File: src/rtl/flash_word_reader_pkg.sv
// Shared definitions for the DE2-115 parallel NOR flash word reader:
// address width, default timing constants and the reader state encoding.
package flash_word_reader_pkg;

    localparam int FL_ADDR_W          = 23;
    localparam int FL_WORD_W          = 16;
    localparam int FL_BYTE_W          = 8;
    localparam int DEF_ACCESS_CYCLES  = 5;
    localparam int DEF_RESET_CYCLES   = 25;
    localparam int DEF_RECOVER_CYCLES = 3;

    typedef enum logic [2:0] {
        ST_FLRST,
        ST_FLREC,
        ST_IDLE,
        ST_RD_HI,
        ST_RD_LO,
        ST_DONE
    } fl_state_t;

    function automatic int max3(input int a, input int b, input int c);
        int m;
        m = (a > b) ? a : b;
        return (m > c) ? m : c;
    endfunction

endpackage

File: src/rtl/flash_word_reader_if.sv
// Toggle req/ack word-read handshake between the ROM loader and the flash reader.
interface flash_word_reader_if;
    import flash_word_reader_pkg::*;

    logic [FL_ADDR_W-1:0] ifl_addr;
    logic                 ifl_req;
    logic                 ofl_ack;
    logic [FL_WORD_W-1:0] ofl_data;

    modport master (
        output ifl_addr,
        output ifl_req,
        input  ofl_ack,
        input  ofl_data
    );

    modport slave (
        input  ifl_addr,
        input  ifl_req,
        output ofl_ack,
        output ofl_data
    );
endinterface

File: src/rtl/flash_word_reader_toggle_sync.sv
// Two-flop synchronizer for a single toggle signal crossing into clk;
// used for the request toggle here and for the ack toggle on the consumer side.
module toggle_sync (
    input  logic clk,
    input  logic rst_n,
    input  logic d,
    output logic q
);
    logic meta_reg;
    logic sync_reg;

    always_ff @(posedge clk or negedge rst_n) begin
        if (!rst_n) begin
            meta_reg <= 1'b0;
            sync_reg <= 1'b0;
        end else begin
            meta_reg <= d;
            sync_reg <= meta_reg;
        end
    end

    assign q = sync_reg;
endmodule

File: src/rtl/flash_word_reader.sv
// Reads 16-bit big-endian words from the 8-bit NOR flash as two timed byte reads,
// after running the flash reset/recovery sequence.
module flash_word_reader
    import flash_word_reader_pkg::*;
#(
    parameter int ACCESS_CYCLES  = DEF_ACCESS_CYCLES,
    parameter int RESET_CYCLES   = DEF_RESET_CYCLES,
    parameter int RECOVER_CYCLES = DEF_RECOVER_CYCLES
) (
    input  logic                 iclk,
    input  logic                 ireset_n,
    flash_word_reader_if.slave   fl,
    output logic                 obusy,
    output logic [FL_ADDR_W-1:0] ofl_pin_addr,
    input  logic [FL_BYTE_W-1:0] ifl_pin_dq,
    output logic                 ofl_pin_ce_n,
    output logic                 ofl_pin_oe_n,
    output logic                 ofl_pin_we_n,
    output logic                 ofl_pin_rst_n,
    output logic                 ofl_pin_wp_n
);
    localparam int CNT_W = $clog2(max3(ACCESS_CYCLES, RESET_CYCLES, RECOVER_CYCLES) + 1);
    localparam logic [CNT_W-1:0] ACC_LOAD = CNT_W'(ACCESS_CYCLES - 1);
    localparam logic [CNT_W-1:0] RST_LOAD = CNT_W'(RESET_CYCLES - 1);
    localparam logic [CNT_W-1:0] REC_LOAD = CNT_W'(RECOVER_CYCLES - 1);
    localparam logic [CNT_W-1:0] CNT_ONE  = CNT_W'(1);

    fl_state_t              state_reg;
    logic [CNT_W-1:0]       cnt_reg;
    logic [FL_ADDR_W-2:0]   addr_reg;
    logic [FL_BYTE_W-1:0]   hi_reg;
    logic                   ack_reg;
    logic [FL_WORD_W-1:0]   data_reg;
    logic                   busy_reg;
    logic [FL_ADDR_W-1:0]   pin_addr_reg;
    logic                   ce_n_reg;
    logic                   oe_n_reg;
    logic                   pin_rst_n_reg;
    logic                   req_s;
    logic                   pending;
    logic                   unused_addr_lsb;

    toggle_sync u_req_sync (
        .clk   (iclk),
        .rst_n (ireset_n),
        .d     (fl.ifl_req),
        .q     (req_s)
    );

    assign pending         = (req_s != ack_reg);
    assign unused_addr_lsb = fl.ifl_addr[0];

    // Counter is reloaded on every state change and each timed state ends when it hits zero.
    always_ff @(posedge iclk or negedge ireset_n) begin
        if (!ireset_n) begin
            state_reg     <= ST_FLRST;
            cnt_reg       <= RST_LOAD;
            addr_reg      <= '0;
            hi_reg        <= '0;
            ack_reg       <= 1'b0;
            data_reg      <= '0;
            busy_reg      <= 1'b1;
            pin_addr_reg  <= '0;
            ce_n_reg      <= 1'b1;
            oe_n_reg      <= 1'b1;
            pin_rst_n_reg <= 1'b0;
        end else begin
            case (state_reg)
                ST_FLRST: begin
                    if (cnt_reg == '0) begin
                        state_reg     <= ST_FLREC;
                        cnt_reg       <= REC_LOAD;
                        pin_rst_n_reg <= 1'b1;
                    end else begin
                        cnt_reg <= cnt_reg - CNT_ONE;
                    end
                end
                ST_FLREC: begin
                    if (cnt_reg == '0) begin
                        state_reg <= ST_IDLE;
                        busy_reg  <= 1'b0;
                    end else begin
                        cnt_reg <= cnt_reg - CNT_ONE;
                    end
                end
                ST_IDLE: begin
                    if (pending) begin
                        addr_reg     <= fl.ifl_addr[FL_ADDR_W-1:1];
                        pin_addr_reg <= {fl.ifl_addr[FL_ADDR_W-1:1], 1'b0};
                        ce_n_reg     <= 1'b0;
                        oe_n_reg     <= 1'b0;
                        busy_reg     <= 1'b1;
                        cnt_reg      <= ACC_LOAD;
                        state_reg    <= ST_RD_HI;
                    end
                end
                ST_RD_HI: begin
                    if (cnt_reg == '0) begin
                        hi_reg       <= ifl_pin_dq;
                        pin_addr_reg <= {addr_reg, 1'b1};
                        cnt_reg      <= ACC_LOAD;
                        state_reg    <= ST_RD_LO;
                    end else begin
                        cnt_reg <= cnt_reg - CNT_ONE;
                    end
                end
                ST_RD_LO: begin
                    if (cnt_reg == '0) begin
                        data_reg  <= {hi_reg, ifl_pin_dq};
                        ce_n_reg  <= 1'b1;
                        oe_n_reg  <= 1'b1;
                        state_reg <= ST_DONE;
                    end else begin
                        cnt_reg <= cnt_reg - CNT_ONE;
                    end
                end
                ST_DONE: begin
                    ack_reg   <= ~ack_reg;
                    busy_reg  <= 1'b0;
                    state_reg <= ST_IDLE;
                end
                default: begin
                    state_reg <= ST_FLRST;
                    cnt_reg   <= RST_LOAD;
                end
            endcase
        end
    end

    assign fl.ofl_ack    = ack_reg;
    assign fl.ofl_data   = data_reg;
    assign obusy         = busy_reg;
    assign ofl_pin_addr  = pin_addr_reg;
    assign ofl_pin_ce_n  = ce_n_reg;
    assign ofl_pin_oe_n  = oe_n_reg;
    assign ofl_pin_rst_n = pin_rst_n_reg;
    assign ofl_pin_we_n  = 1'b1;
    assign ofl_pin_wp_n  = 1'b0;
endmodule

File: src/flat_wrapper.sv
// flat-port wrapper written by rule: the top's interface ports become plain ports
module flash_word_reader_flat import flash_word_reader_pkg::*;
#(
    parameter int ACCESS_CYCLES  = DEF_ACCESS_CYCLES,
    parameter int RESET_CYCLES   = DEF_RESET_CYCLES,
    parameter int RECOVER_CYCLES = DEF_RECOVER_CYCLES
)
  (iclk, ireset_n, obusy, ofl_pin_addr, ifl_pin_dq, ofl_pin_ce_n, ofl_pin_oe_n, ofl_pin_we_n, ofl_pin_rst_n, ofl_pin_wp_n, fl_ifl_addr, fl_ifl_req, fl_ofl_ack, fl_ofl_data);
  flash_word_reader_if fl_i ();
  input  logic iclk;
  input  logic ireset_n;
  output logic obusy;
  output logic [FL_ADDR_W-1:0] ofl_pin_addr;
  input  logic [FL_BYTE_W-1:0] ifl_pin_dq;
  output logic ofl_pin_ce_n;
  output logic ofl_pin_oe_n;
  output logic ofl_pin_we_n;
  output logic ofl_pin_rst_n;
  output logic ofl_pin_wp_n;
  input wire logic [$bits(fl_i.ifl_addr)-1:0] fl_ifl_addr;
  input wire logic [$bits(fl_i.ifl_req)-1:0] fl_ifl_req;
  output wire logic [$bits(fl_i.ofl_ack)-1:0] fl_ofl_ack;
  output wire logic [$bits(fl_i.ofl_data)-1:0] fl_ofl_data;
  assign fl_i.ifl_addr = fl_ifl_addr;
  assign fl_i.ifl_req = fl_ifl_req;
  assign fl_ofl_ack = fl_i.ofl_ack;
  assign fl_ofl_data = fl_i.ofl_data;
  flash_word_reader #(.ACCESS_CYCLES(ACCESS_CYCLES), .RESET_CYCLES(RESET_CYCLES), .RECOVER_CYCLES(RECOVER_CYCLES)) u_core (.iclk(iclk), .ireset_n(ireset_n), .fl(fl_i), .obusy(obusy), .ofl_pin_addr(ofl_pin_addr), .ifl_pin_dq(ifl_pin_dq), .ofl_pin_ce_n(ofl_pin_ce_n), .ofl_pin_oe_n(ofl_pin_oe_n), .ofl_pin_we_n(ofl_pin_we_n), .ofl_pin_rst_n(ofl_pin_rst_n), .ofl_pin_wp_n(ofl_pin_wp_n));
endmodule
File: config.mk
export PLATFORM = sky130hd
export DESIGN_NAME = flash_word_reader_flat
export DESIGN_NICKNAME = d
export VERILOG_FILES = /design/src/rtl/flash_word_reader_pkg.sv /design/src/rtl/flash_word_reader_if.sv /design/src/rtl/flash_word_reader_toggle_sync.sv /design/src/rtl/flash_word_reader.sv /design/src/flat_wrapper.sv
export SDC_FILE = /design/constraint.sdc
export NUM_CORES = 1
export LEC_CHECK = 0
export BUFFER_PORTS_ARGS = -buffer_cell sky130_fd_sc_hd__buf_4
export CORE_MARGIN = 8
export CORE_UTILIZATION = 54
export DETAILED_ROUTE_END_ITERATION = 12
export PLACE_DENSITY = 0.9
export SKIP_LAST_GASP = 1
export SYNTH_ARGS = -nofsm -noshare
export SYNTH_HDL_FRONTEND = slang
export SYNTH_SLANG_ARGS = --single-unit
File: constraint.sdc
create_clock -name iclk -period 2.85 [get_ports iclk]
set_input_delay 0 -clock iclk [delete_from_list [all_inputs] [get_ports iclk]]
set_output_delay 0 -clock iclk [all_outputs]
set_load 0.01 [all_outputs]
==> Flow_metrics.wiki, run 1 <==
{| class="wikitable"
! Metric !! Value
|-
| Combinational share of power || around two fifths
|-
| Post-route fraction of the period consumed by the critical path || roughly 85%
|-
| Proportion of power drawn by flip-flops and latches || 42.0%
|-
| Setup-failing EPs final || 0
|-
| Number of max-cap violations || 0
|-
| Congestion Overflow GR || 0
|-
| Via count of the first global-routing pass || between 2000 and 3000
|-
| Required time reported for the critical path endpoint || about 3100 ps
|-
| Post-detailed-routing wire length || 7830 microns
|-
| Clk pwr share || about a fifth
|-
| Cell chosen for the clock root || sky130_fd_sc_hd__clkbuf_8
|-
| Layout overhead on the synthesized area || 30.3%
|-
| Vias || ~2500
|-
| Sum of net half-perimeters after detailed placement || about 4900 microns
|-
| Switching component of the power || between 0.0015 and 0.002 W
|-
| TritonCTS clock tree || done
|-
| Cells after Synth || 278
|-
| Mapped cell area || 0.00360 sq mm
|-
| Worst setup SP type || register
|-
| Starting density of the core || a little under three fifths
|-
| Number of levels the H-tree was split into || 3
|-
| Final std cells w/o fill || approximately 460
|-
| Slew @ Worst Pin || ~1100 ps
|-
| Termination of the worst setup path || u_core.cnt_reg[2]
|-
| Number of cell instances on the worst register-to-register path || 4
|-
| Final #Nets || roughly 420
|-
| Global-route wire length before repair || roughly 13000 microns
|-
| Placeable core area || about 0.0064 sq mm
|-
| Pwr Density || between 1000 and 1500 mW/mm^2
|-
| Chip Height || between 90 and 100 microns
|-
| Start-to-end type of the worst setup path || reg -> reg
|-
| Total stage count of the critical path || 4
|-
| Ranking of synthesized cells by area || sky130_fd_sc_hd__dfrtp_1, sky130_fd_sc_hd__mux2_2, sky130_fd_sc_hd__mux2i_1, sky130_fd_sc_hd__a21oi_1, sky130_fd_sc_hd__mux2_4
|-
| Worst r2r dst || u_core.cnt_reg[2]
|-
| CTS buffer count || 9
|-
| Pin count of the biggest net entering global routing || 84
|-
| CTS max path bufs || 2
|-
| Unrepaired setup endpoints after global routing || no
|-
| Origin of the worst setup path || u_core.state_reg[2]
|-
| Bufs and invs on worst path || 1
|-
| # clock sinks || 83
|-
| Ordered cell list for the critical path || or3b_1, or2_1, inv_1, a2111o_1
|-
| Number of detailed-route iterations in the first pass || 4
|-
| Status || finished clean
|-
| Clock skew || ~11 ps
|-
| Average via count per standard cell || ~5.4
|-
| Initial drt markers || roughly 140
|-
| Worst hold path class || in -> reg
|-
| Internal power summed over all cells || ~0.0032 W
|-
| Latest clock arrival within the worst-skew pair || roughly 350 ps
|-
| Stage delay of the slowest cell on the critical path || ~850 ps
|-
| Post-synth top area share || a little over half
|-
| Total of buffers placed on input and output ports || 76
|-
| Global-route usage over all layers || roughly 17%
|-
| Routed len/inst || roughly 17 microns
|-
| Placed insts || 415
|-
| Number of top-level pins || 80
|-
| Flop and latch count out of synthesis || 83
|-
| Kind of cell with the highest combined delay on the critical path || simple AND/OR/NAND/NOR gates
|-
| CTS-repair resized insts || 0
|-
| Critical path arrival || 2650 ps
|-
| Mean instance size in the synthesized netlist || about 13 sq um
|-
| Final estimated routing congestion in global placement || 0.832
|-
| Multi-input logic area || between 0.001 and 0.0015 sq mm
|-
| Number of distinct library cells after synthesis || 37
|-
| Slowest cell on crit path || sky130_fd_sc_hd__or2_1
|-
| Top cell type by total area after synthesis || sky130_fd_sc_hd__dfrtp_1
|-
| Number of rows created at floorplan || 29
|-
| Worst VDD drop || between 0.6 and 0.7 mV
|-
| Proportion of total power due to net switching || between 30 and 40%
|-
| Achievable Freq || 0.414 GHz
|-
| Tmin final || 2420 ps
|-
| Count of final hold-check violations || 0
|-
| Share of the core filled with cells in the final layout || approximately three quarters
|-
| Clock transition at the registers of the reported paths || ~80 ps
|-
| Initial antenna violation count || 0
|-
| Relative slew slack || between 20% and 30%
|-
| Routed Antenna Nets || 0
|-
| Number of fill cells in the layout || a little over 400
|-
| Flop-to-flop setup slack || around 430 ps
|-
| Critical path capture point type || register
|-
| Total Die Area || about 0.0095 sq mm
|-
| Width of the die || just under 100 microns
|-
| Worst-path maximum fanout || 24
|-
| Part of the Yosys area used for sequential elements || around 58%
|-
| Fin. max-slew vios || 0
|-
| Seq. cell area || roughly 0.0021 sq mm
|-
| Number of nets produced by synthesis || around 310
|-
| Synthesis Warnings || 0
|-
| Origin of the critical flop-to-flop path || u_core.state_reg[2]
|-
| Fraction of layout cells with a size suffix above 1 || between 30% and 40%
|-
| Total negative setup slack || 0 ps
|-
| Count of antenna diodes in the layout || 0
|-
| P_leak || 2.27 nW
|-
| Largest register FFs || 23
|-
| Most frequent cells in the layout || sky130_fd_sc_hd__buf_4, sky130_fd_sc_hd__dfrtp_1, sky130_fd_sc_hd__mux2_2
|-
| Number of remaining DRC errors || 0
|-
| Post-Route Hold Slack || 312 ps
|}
metrics by stage:
step / total power [W] / setup slack (ps) / area (sq um)
2_1_floorplan: 0.00324 / 867 / 3600
3_3_place_gp: 0.00375 / 520 / 4160
3_5_place_dp: 0.00386 / 403 / 4160
4_1_cts: 0.00480 / 387 / 4690
5_1_grt: 0.00508 / 249 / 4690
6_report: 0.00479 / 432 / 4690
worst min path at each step:
stage | slack (ps) | endpoint | cells after the start | from
floorplan | -300 | u_core.addr_reg[0] | 0 | ireset_n
global placement | 110 | u_core.u_req_sync.meta_reg | 1 | fl_ifl_req
detailed placement | 110 | u_core.u_req_sync.meta_reg | 1 | fl_ifl_req
CTS | 320 | u_core.u_req_sync.meta_reg | 2 | fl_ifl_req
global route | 310 | u_core.u_req_sync.meta_reg | 2 | fl_ifl_req
finish | 310 | u_core.u_req_sync.meta_reg | 2 | fl_ifl_req
synthesized netlist by cell type:
cell and number:
sky130_fd_sc_hd__o31a_1 1, sky130_fd_sc_hd__a221o_2 1, sky130_fd_sc_hd__or3b_1 1, sky130_fd_sc_hd__nor4b_4 1
sky130_fd_sc_hd__inv_1 5, sky130_fd_sc_hd__xnor2_1 4, sky130_fd_sc_hd__buf_1 1, sky130_fd_sc_hd__a21oi_1 26
sky130_fd_sc_hd__buf_4 5, sky130_fd_sc_hd__buf_6 4, sky130_fd_sc_hd__ha_1 2, sky130_fd_sc_hd__a21o_1 1
sky130_fd_sc_hd__nand3_2 1, sky130_fd_sc_hd__nand2_1 11, sky130_fd_sc_hd__nor3_1 3, sky130_fd_sc_hd__mux2_2 38
sky130_fd_sc_hd__nand3b_1 2, sky130_fd_sc_hd__a2111o_1 1, sky130_fd_sc_hd__o22ai_4 1, sky130_fd_sc_hd__a221o_1 2
sky130_fd_sc_hd__nand2b_1 1, sky130_fd_sc_hd__or4b_1 1, sky130_fd_sc_hd__conb_1 2, sky130_fd_sc_hd__dfstp_2 4
sky130_fd_sc_hd__dfrtp_1 79, sky130_fd_sc_hd__nor2b_1 1, sky130_fd_sc_hd__or2_1 2, sky130_fd_sc_hd__xor2_1 1
sky130_fd_sc_hd__mux2i_1 24, sky130_fd_sc_hd__o21bai_1 1, sky130_fd_sc_hd__o21ai_0 2, sky130_fd_sc_hd__buf_2 6
sky130_fd_sc_hd__nand3_1 2, sky130_fd_sc_hd__nor2_1 28, sky130_fd_sc_hd__nor3b_1 2, sky130_fd_sc_hd__clkbuf_1 3
sky130_fd_sc_hd__mux2_4 8
per-layer routing:
metal	routed length [microns]	track usage [%]	share of wire (%)
met1	3070	18.4	39
met2	4170	29.1	53
met3	303	3.77	3.9
met4	278	10.3	3.6
met5	0	0	0
cell type report:
class	count	area share, %
inverter	5	0.400
timing repair buffer	111	19.5
clock buffer	11	2.80
tap	77	2.05
sequential	83	44.4
clock inverter	5	1.65
multi-input combinational	171	29.2
power groups by stage:
stage	Sequential, W	Combinational [W]	Clock [W]
final	0.00201	0.00188	0.000901
after detailed placement	0.00202	0.00184	0
after global placement	0.00199	0.00177	0
after floorplan	0.00202	0.00123	0
after global routing	0.00207	0.00206	0.000954
after CTS	0.00200	0.00189	0.000914
kinds of logic (layout without fill, tap and decap cells):
group / count (synthesis) / in the layout / share of synthesized area [%]
AND/OR/NAND/NOR: 56 / 56 / 7.75
buffers and inverters: 24 / 132 / 4.07
multiplexers: 70 / 70 / 21.9
AO/OA/AOI/OAI: 36 / 36 / 6.29
XOR/XNOR: 5 / 5 / 1.22
adder cells (fa/ha/maj): 2 / 2 / 0.695
other: 2 / 2 / 0.209
flip-flops: 83 / 83 / 57.9
timing repair:
action / CTS / global route
hold buffers: 32 / 0
endpoints found under the setup margin: 0 / 0
endpoints found under the hold margin: 139 / 0
setup buffers: 0 / 0
Note: power is estimated with default switching activity, not from simulation.
==> run 2, diff against run 1 <==
CORE_UTILIZATION = 48   (was 54)
PLACE_DENSITY = 0.85   (was 0.9)
clock period = 1.95 ns   (was 2.85 ns; I/O delays follow)
==> Flow_metrics.wiki, run 2 (synthesized netlist as in run 1, its figures left out) <==
{| class="wikitable"
! Metric !! Value
|-
| Violations in the final reports || setup timing
|-
| Worst VDD drop || 0.763 mV (+16%)
|-
| Routed Antenna Nets || 0 (unchanged)
|-
| Layout overhead on the synthesized area || 40.8%
|-
| Number of top-level pins || 80 (unchanged)
|-
| Proportion of power drawn by flip-flops and latches || 37.7% (-4.3 points)
|-
| Clock transition at the registers of the reported paths || 90 ps (about the same)
|-
| Number of detailed-route iterations in the first pass || 4 (unchanged)
|-
| Latest clock arrival within the worst-skew pair || 350 ps (about the same)
|-
| Largest register FFs || 23 (unchanged)
|-
| CTS max path bufs || 2 (unchanged)
|-
| Global-route usage over all layers || 18.4% (+1.5 points)
|-
| Number of rows created at floorplan || 31 (+6.9%)
|-
| Worst setup SP type || register
|-
| Stage delay of the slowest cell on the critical path || 480 ps (-370 ps)
|-
| CTS buffer count || 9 (unchanged)
|-
| Bufs and invs on worst path || 4 (+3)
|-
| Proportion of total power due to net switching || 35.4% (+1.7 points)
|-
| Achievable Freq || 0.495 GHz (+20%)
|-
| Start-to-end type of the worst setup path || reg -> reg
|-
| Setup-failing EPs final || 22 (+22)
|-
| Cell chosen for the clock root || sky130_fd_sc_hd__clkbuf_8
|-
| Chip Height || 103 microns (+5.1%)
|-
| Number of cell instances on the worst register-to-register path || 8 (+4)
|-
| Worst r2r dst || u_core.ofl_pin_addr[12]
|-
| Vias || 2715 (+9.5%)
|-
| Pwr Density || 1530 mW/mm^2 (+50%)
|-
| Clk pwr share || 16.5% (-2.3 points)
|-
| Origin of the critical flop-to-flop path || u_core.cnt_reg[1]
|-
| Kind of cell with the highest combined delay on the critical path || buffers and inverters
|-
| TritonCTS clock tree || done
|-
| Width of the die || 103 microns (+5.1%)
|-
| Total of buffers placed on input and output ports || 76 (unchanged)
|-
| Critical path arrival || 2260 ps (-390 ps)
|-
| Post-detailed-routing wire length || 9560 microns (+22%)
|-
| Slew @ Worst Pin || 679 ps (-427 ps)
|-
| Initial antenna violation count || 0 (unchanged)
|-
| Relative slew slack || 54.7% (+28 points)
|-
| Worst-path maximum fanout || 16 (-33%)
|-
| Routed len/inst || 18.7 microns (+11%)
|-
| Flop-to-flop setup slack || -70 ps (-500 ps)
|-
| Global-route wire length before repair || 14800 microns (+13%)
|-
| Fin. max-slew vios || 0 (unchanged)
|-
| Average via count per standard cell || 5.31 (-0.81%)
|-
| Post-Route Hold Slack || 209 ps (-103 ps)
|-
| P_leak || 2.43 nW (+6.9%)
|-
| Fraction of layout cells with a size suffix above 1 || 48.8% (+11 points)
|-
| Tmin final || 2020 ps (-397 ps)
|-
| Count of final hold-check violations || 0 (unchanged)
|-
| Critical path capture point type || register
|-
| Pin count of the biggest net entering global routing || 52 (-38%)
|-
| Initial drt markers || 156 (+16%)
|-
| Final #Nets || 443 (+6.2%)
|-
| Unrepaired setup endpoints after global routing || yes
|-
| Total Die Area || 0.0105 sq mm (+10%)
|-
| Starting density of the core || 49.6% (-6.7 points)
|-
| # clock sinks || 83 (unchanged)
|-
| Number of levels the H-tree was split into || 3 (unchanged)
|-
| Count of antenna diodes in the layout || 0 (unchanged)
|-
| Internal power summed over all cells || 0.00501 W (+57%)
|-
| Via count of the first global-routing pass || 2957 (+12%)
|-
| Worst hold path class || in -> async
|-
| Setup slack of the critical path after layout || -70.3 ps (-503 ps)
|-
| Most common cell after layout, fill and taps aside || sky130_fd_sc_hd__buf_4
|-
| Share of the core filled with cells in the final layout || 69.8% (-3.6 points)
|-
| Post-route fraction of the period consumed by the critical path || 104% (+19 points)
|-
| Required time reported for the critical path endpoint || 2190 ps (-890 ps)
|-
| Placeable core area || 0.00725 sq mm (+14%)
|-
| Area after DPL || 0.00436 sq mm (+4.9%)
|-
| Placed insts || 453 (+9.2%)
|-
| Cell area after layout || 0.00506 sq mm (+8.0%)
|-
| Status || finished, violations left
|-
| Ordered cell list for the critical path || inv_2, ha_4, or4b_4, buf_6, o22ai_4, buf_4, buf_12, a21oi_1
|-
| Most frequent cells in the layout || sky130_fd_sc_hd__buf_4, sky130_fd_sc_hd__dfrtp_1, sky130_fd_sc_hd__mux2_2
|-
| Total negative setup slack || -1040 ps (-1040 ps)
|-
| Congestion Overflow GR || 0 (unchanged)
|-
| Slowest cell on crit path || sky130_fd_sc_hd__or4b_4
|-
| Number of remaining DRC errors || 0 (unchanged)
|-
| Sum of net half-perimeters after detailed placement || 5690 microns (+16%)
|-
| Clock skew || 9.87 ps (-1.09 ps)
|-
| Number of max-cap violations || 0 (unchanged)
|-
| Combinational share of power || 45.8% (+6.5 points)
|-
| Switching component of the power || 0.00274 W (+70%)
|-
| Final std cells w/o fill || 511 (+10%)
|-
| Final estimated routing congestion in global placement || 0.820 (-1.4%)
|}
## run 2: how the worst max path moves through the flow
| stage | cells after the start | to | start | slack, ps |
|---|---|---|---|---|
| 2_1_floorplan | 7 | u_core.hi_reg[0] | u_core.cnt_reg[0] | -30 |
| 3_3_place_gp | 8 | u_core.ofl_pin_addr[4] | u_core.cnt_reg[1] | 40 |
| 3_5_place_dp | 8 | u_core.ofl_pin_addr[5] | u_core.cnt_reg[1] | -40 |
| 4_1_cts | 9 | u_core.ofl_pin_addr[6] | u_core.cnt_reg[1] | -0.2 |
| 5_1_grt | 9 | u_core.ofl_pin_addr[17] | u_core.cnt_reg[1] | -160 |
| 6_report | 8 | u_core.ofl_pin_addr[12] | u_core.cnt_reg[1] | -70 |
## run 2: through the flow
step	power, W	worst slack, ps
2_1_floorplan	0.00475	-28.2
4_1_cts	0.00754	-0.236
3_3_place_gp	0.00574	41.0
5_1_grt	0.00817	-160
6_report	0.00775	-70.3
3_5_place_dp	0.00594	-42.0
## run 2: layout make-up
type	instances	area (sq um)
clock buffer	12	155
clock inverter	4	48.8
fill	490	2190
inverter	5	18.8
multi-input combinational	171	1460
sequential	83	2080
tap	99	124
timing repair buffer	137	1170
## run 2: power groups by stage
stage / clock (W) / sequential [W] / combinational (W)
detailed placement: 0 / 0.00289 / 0.00305
floorplan: 0 / 0.00295 / 0.00180
finish: 0.00128 / 0.00292 / 0.00355
global route: 0.00137 / 0.00299 / 0.00381
global placement: 0 / 0.00284 / 0.00290
CTS: 0.00128 / 0.00287 / 0.00339
## run 2: per-layer routing
metal	GRT usage, %	vias up	wire length (microns)
met5	0	-	0
met4	8.58	0	242
met3	4.19	20	441
met2	31.9	76	5100
met1	21.1	1408	3780
li1	-	1211	-
## run 2: timing repair
item                       CTS  global route
gates cloned                 3             0
hold endpoints to repair   110             0
resized for setup           11            26
hold buffers                32             0
setup buffers                8             2
pin swaps                    2             3
setup endpoints to repair   31            31
